--- src/rtl/regfile_pkg.sv ---
// Shared constants and types for the ID-stage register file.
// Also provides the 4:1 cell used to build the read-port mux trees.
package regfile_pkg;

   localparam int DATA_W   = 64;
   localparam int ADDR_W   = 5;
   localparam int ZERO_REG = 31;
   localparam int DEPTH    = 2 ** ADDR_W;

   typedef logic [ADDR_W-1:0] reg_idx_t;
   typedef logic [DATA_W-1:0] word_t;

   function automatic word_t mux4(input word_t a, input word_t b,
                                  input word_t c, input word_t d,
                                  input logic [1:0] sel);
      word_t result;
      case (sel)
         2'd0:    result = a;
         2'd1:    result = b;
         2'd2:    result = c;
         default: result = d;
      endcase
      return result;
   endfunction

endpackage

--- src/rtl/regfile_read_mux.sv ---
// One stateless 32:1 read port: 4:1 tree, 4:1 tree, final 2:1,
// then the outer XZR / write-bypass override.
module regfile_read_mux
   import regfile_pkg::*;
(
   input  reg_idx_t            i_sel,
   input  word_t [DEPTH-1:0]   i_words,
   input  logic                i_bypass,
   input  word_t               i_bypassData,
   output word_t               o_data
);

   word_t [7:0] w_level1;
   word_t [1:0] w_level2;
   word_t       w_treeOut;

   always_comb begin
      for (int g = 0; g < 8; g++) begin
         w_level1[g] = mux4(i_words[4*g], i_words[4*g+1],
                            i_words[4*g+2], i_words[4*g+3], i_sel[1:0]);
      end
      for (int g = 0; g < 2; g++) begin
         w_level2[g] = mux4(w_level1[4*g], w_level1[4*g+1],
                            w_level1[4*g+2], w_level1[4*g+3], i_sel[3:2]);
      end
      w_treeOut = i_sel[4] ? w_level2[1] : w_level2[0];
   end

   // XZR takes priority over bypass so a write aimed at X31 can never leak out.
   always_comb begin
      if (i_sel == reg_idx_t'(ZERO_REG)) begin
         o_data = '0;
      end else if (i_bypass) begin
         o_data = i_bypassData;
      end else begin
         o_data = w_treeOut;
      end
   end

endmodule

--- src/rtl/regfile_bypass.sv ---
// 32 x 64 ARMv8 register file with one WB write port, two async read
// ports, write-first bypass and a hardwired-zero X31.
module regfile_bypass
   import regfile_pkg::*;
(
   input  logic     clk,
   input  logic     reset_n,
   input  logic     RegWrite,
   input  reg_idx_t WriteRegister,
   input  word_t    WriteData,
   input  reg_idx_t ReadRegister1,
   input  reg_idx_t ReadRegister2,
   output word_t    ReadData1,
   output word_t    ReadData2
);

   word_t              r_mem [ZERO_REG];
   logic [ZERO_REG-1:0] w_writeEn;
   word_t [DEPTH-1:0]   w_words;
   logic               w_writeValid;
   logic               w_bypass1;
   logic               w_bypass2;

   // Decoder output for X31 is never built: there is no storage behind it.
   always_comb begin
      for (int i = 0; i < ZERO_REG; i++) begin
         w_writeEn[i] = RegWrite && (WriteRegister == reg_idx_t'(i));
      end
   end

   always_ff @(posedge clk) begin
      if (!reset_n) begin
         for (int i = 0; i < ZERO_REG; i++) begin
            r_mem[i] <= '0;
         end
      end else begin
         for (int i = 0; i < ZERO_REG; i++) begin
            if (w_writeEn[i]) begin
               r_mem[i] <= WriteData;
            end
         end
      end
   end

   always_comb begin
      for (int i = 0; i < ZERO_REG; i++) begin
         w_words[i] = r_mem[i];
      end
      w_words[ZERO_REG] = '0;
   end

   // Bypass is suppressed during reset because that cycle's write is dropped.
   assign w_writeValid = reset_n && RegWrite && (WriteRegister != reg_idx_t'(ZERO_REG));
   assign w_bypass1    = w_writeValid && (WriteRegister == ReadRegister1);
   assign w_bypass2    = w_writeValid && (WriteRegister == ReadRegister2);

   regfile_read_mux u_readMux1 (
      .i_sel        (ReadRegister1),
      .i_words      (w_words),
      .i_bypass     (w_bypass1),
      .i_bypassData (WriteData),
      .o_data       (ReadData1)
   );

   regfile_read_mux u_readMux2 (
      .i_sel        (ReadRegister2),
      .i_words      (w_words),
      .i_bypass     (w_bypass2),
      .i_bypassData (WriteData),
      .o_data       (ReadData2)
   );

endmodule
--- config.mk ---
export PLATFORM = sky130hd
export DESIGN_NAME = regfile_bypass
export DESIGN_NICKNAME = d
export VERILOG_FILES = /design/src/rtl/regfile_pkg.sv /design/src/rtl/regfile_read_mux.sv /design/src/rtl/regfile_bypass.sv
export SDC_FILE = /design/constraint.sdc
export NUM_CORES = 2
export LEC_CHECK = 0
export ABC_AREA = 0
export CORE_ASPECT_RATIO = 1.5
export CORE_MARGIN = 2
export CORE_UTILIZATION = 40
export CTS_BUF_LIST = sky130_fd_sc_hd__clkbuf_2
export CTS_CLUSTER_DIAMETER = 30
export DETAILED_ROUTE_END_ITERATION = 8
export PLACE_DENSITY = 0.53
export SLEW_MARGIN = 20
export SYNTH_ARGS = -nofsm -noshare
export SYNTH_HDL_FRONTEND = slang
export SYNTH_HIERARCHICAL = 1
export SYNTH_SLANG_ARGS = --single-unit
--- constraint.sdc ---
create_clock -name clk -period 9.1 [get_ports clk]
set_input_delay 1.82 -clock clk [delete_from_list [all_inputs] [get_ports clk]]
set_output_delay 1.82 -clock clk [all_outputs]
set_load 0.02 [all_outputs]
==> results.toml <==
[critical_path]
required_ns = 7.28
cp-start-kind = "input port"
worst-endpoint-arrival_ns = 6.43
cp_max_fo = 13
worstSetupPathType = "input port to output port"
endpoint_kind = "output port"

[sta]
max_freq_mhz = 121
rsz0062_at_grt = "false"
fin_setup_tns_ns = 0
hold_violations = 0
maxSlewHeadroom = 0.121
finalSetupViolations = 0
period_minus_slack_ns = 8.25
tightest_slew_ns = 1.31
fin_ws_ns = 0.850
post-route-period-util = 0.907
finalMaxSlewViolations = 0

[power_and_ir_drop]
leakage_nw = 38.2
p_per_area_nw_per_um2 = 189
ir_worst_vdd_mv = 0.0989

[final_layout]
top_register = "r_mem"
largest_reg_flops = 1984
fill_cells = 22600
reg_top3 = "r_mem: 1984 flops"
layout.cells.non_filler = 10700
drive_gt1_frac = 0.278
area_growth_pct = 10.7
finalNetCount = 7136

[clock_network]
cts_setup_buffers = 0
clock_path_buffers = 4
cts_resized = 0
cts_hold_repair.buffers = 0
tritoncts = "yes"
cts-root-buf = "clkbuf_2"
numClockSinks = 1984
htreeDepth = 6
cts.clk_slew.worst_paths_ns = 0.09
numCtsBuffers = 527

[global_routing]
grt_pass1_vias = 71500
track_usage = 0.303
grt_pass1_wl_um = 537000
grt_overflow = 0
antenna_found_initial = 20
grt_max_degree = 119

[floorplan]
initial_core_util = 0.401
placementRows = 225
ioPinCount = 210
core_um2 = 250000
die_area_um2 = 255000
fp.dieW_um = 413
fp.dieH_um = 617

[routing]
vias = 69100
wl_per_cell_um = 36.5
drc = 0
firstDrtPassIters = 6
drtIter0Drc = 8265
ant_nets = 0
wl_um = 391000
viasPerCell = 6.44

[placed_design]
dp_hpwl_um = 225000
gp_routability_congestion = 0.860
io_buffers = 209
dp_slack_ns = 1.11
place_inst = 9816

[logic_synthesis]
async_reset_ff_frac = 0
ys.flop_type = "edfxtp_1"
synth_edf_count = 1984
synth_seq_cells = 1984
syn_area_per_cell_um2 = 15.2
synth_cells = 6591
ys_warn_count = 6
synthDistinctLibCells = 58
syn-cell-area_um2 = 100000
ys_seq_area_frac = 0.595

[run_status]
outcome = "finished clean"

[flow_run]
maxCapViolations = 0

[worst_hold_path]
hold_class = "input port to flop"
[Yosys cell counts, drive strengths merged, types with 40 or more instances]
cell type  instances  area (um2)
nor4              49         307
o21ai             91         455
mux4             868       19500
nand2            334        1250
clkbuf           227         852
nand3             42         210
a211oi            56         420
buf              392        2550
a22o              90         788
mux2i            380        3800
nor2            1314        4990
edfxtp          1984       59600
a22oi             76         571
and2              72         450
o22ai             52         325
o211ai            43         323
a221oi            40         350
inv               72         270
a31oi             72         450
a21oi             64         320
[per-stage QoR]
stage               utilization  hold slack, ns  instance area, um2  total power, W
floorplan                     -            2.18              101000          0.0131
global placement          0.424            2.67              106000          0.0143
detailed placement        0.424            2.67              106000          0.0144
CTS                       0.444           0.657              111000          0.0211
global route              0.444           0.751              111000          0.0217
finish                    0.444           0.855              111000          0.0210
[where the power goes]
part / switching, W / internal [W] / leakage (nW)
logic: 0.00193 / 0.00128 / 15.5
registers: 0.000277 / 0.0107 / 19.0
clock network: 0.00393 / 0.00287 / 3.71
[critical path: stages]
cell and delay [ns]:
clkdlybuf4s50_1 0.46, buf_4 0.23, nand2_1 0.25, o211ai_1 0.35
nor4_2 0.10, buf_4 0.25, inv_2 0.34, nand2_1 0.60
a211oi_1 1.12, a221o_1 0.23, clkdlybuf4s50_1 0.62
[cells by family after synthesis]
logic type	Yosys count	synth area share
AO/OA/AOI/OAI	738	0.0539
XOR/XNOR	10	0.000874
buffers and inverters	691	0.0367
flip-flops	1984	0.595
multiplexers	1286	0.237
other	1	0.0000374
AND/OR/NAND/NOR	1881	0.0766
[path summary, 6_finish.rpt]
check | end | startpoint | cells after the start
worst max-delay path | ReadData1[0] | WriteRegister[0] | 11
worst min-delay path | r_mem[0][885] | reset_n | 4
[per-layer routing]
metal,track usage,vias up,routed length (um)
met4,0.163,12,23600
li1,-,27200,-
met2,0.505,4488,192000
met5,0,-,79
met3,0.0577,1181,36700
met1,0.371,36200,139000
[area by class of cell]
class / instances / area, um2 / area share
Antenna cell: 14 / 35.0 / 0.000316
Clock buffer: 732 / 3660 / 0.0330
Clock inverter: 155 / 1280 / 0.0116
Inverter: 72 / 285 / 0.00257
Multi-Input combinational cell: 4043 / 37900 / 0.342
Sequential cell: 1984 / 59600 / 0.537
Tap cell: 3291 / 4120 / 0.0371
Timing Repair Buffer: 426 / 3990 / 0.0359
[cells in the final DEF (no fill, tap or decap), types with 20 or more instances in the layout]
cell type        synthesis  final
a22o_1                  90     90
o21ai_0                 89     76
a22oi_1                 76     76
o22ai_1                 52     52
nor4_1                  49     48
a21oi_1                 64     64
nand2_1                334    300
and2_1                  72     71
nor2_2                  22     26
clkinv_1                 0     83
clkbuf_2                 0    732
mux4_2                 868    868
bufinv_16                0     25
conb_1                   1    128
mux2_2                  38     38
inv_2                    4     20
clkdlybuf4s50_1          0    180
o2111ai_1               20     20
o211ai_1                43     43
a221oi_1                40     40
mux2i_1                380    380
nand3_1                 42     38
a31oi_1                 72     72
a211oi_1                56     56
inv_1                   68     64
a221o_1                 22     22
o221ai_1                34     34
buf_4                   55    215
nand2_4                  0     32
buf_12                   0     23
edfxtp_1              1984   1984
nor2_1                1292   1284
nor3_1                  25     24
clkinv_2                 0     32
No activity file was read; power rests on OpenSTA's default activity.
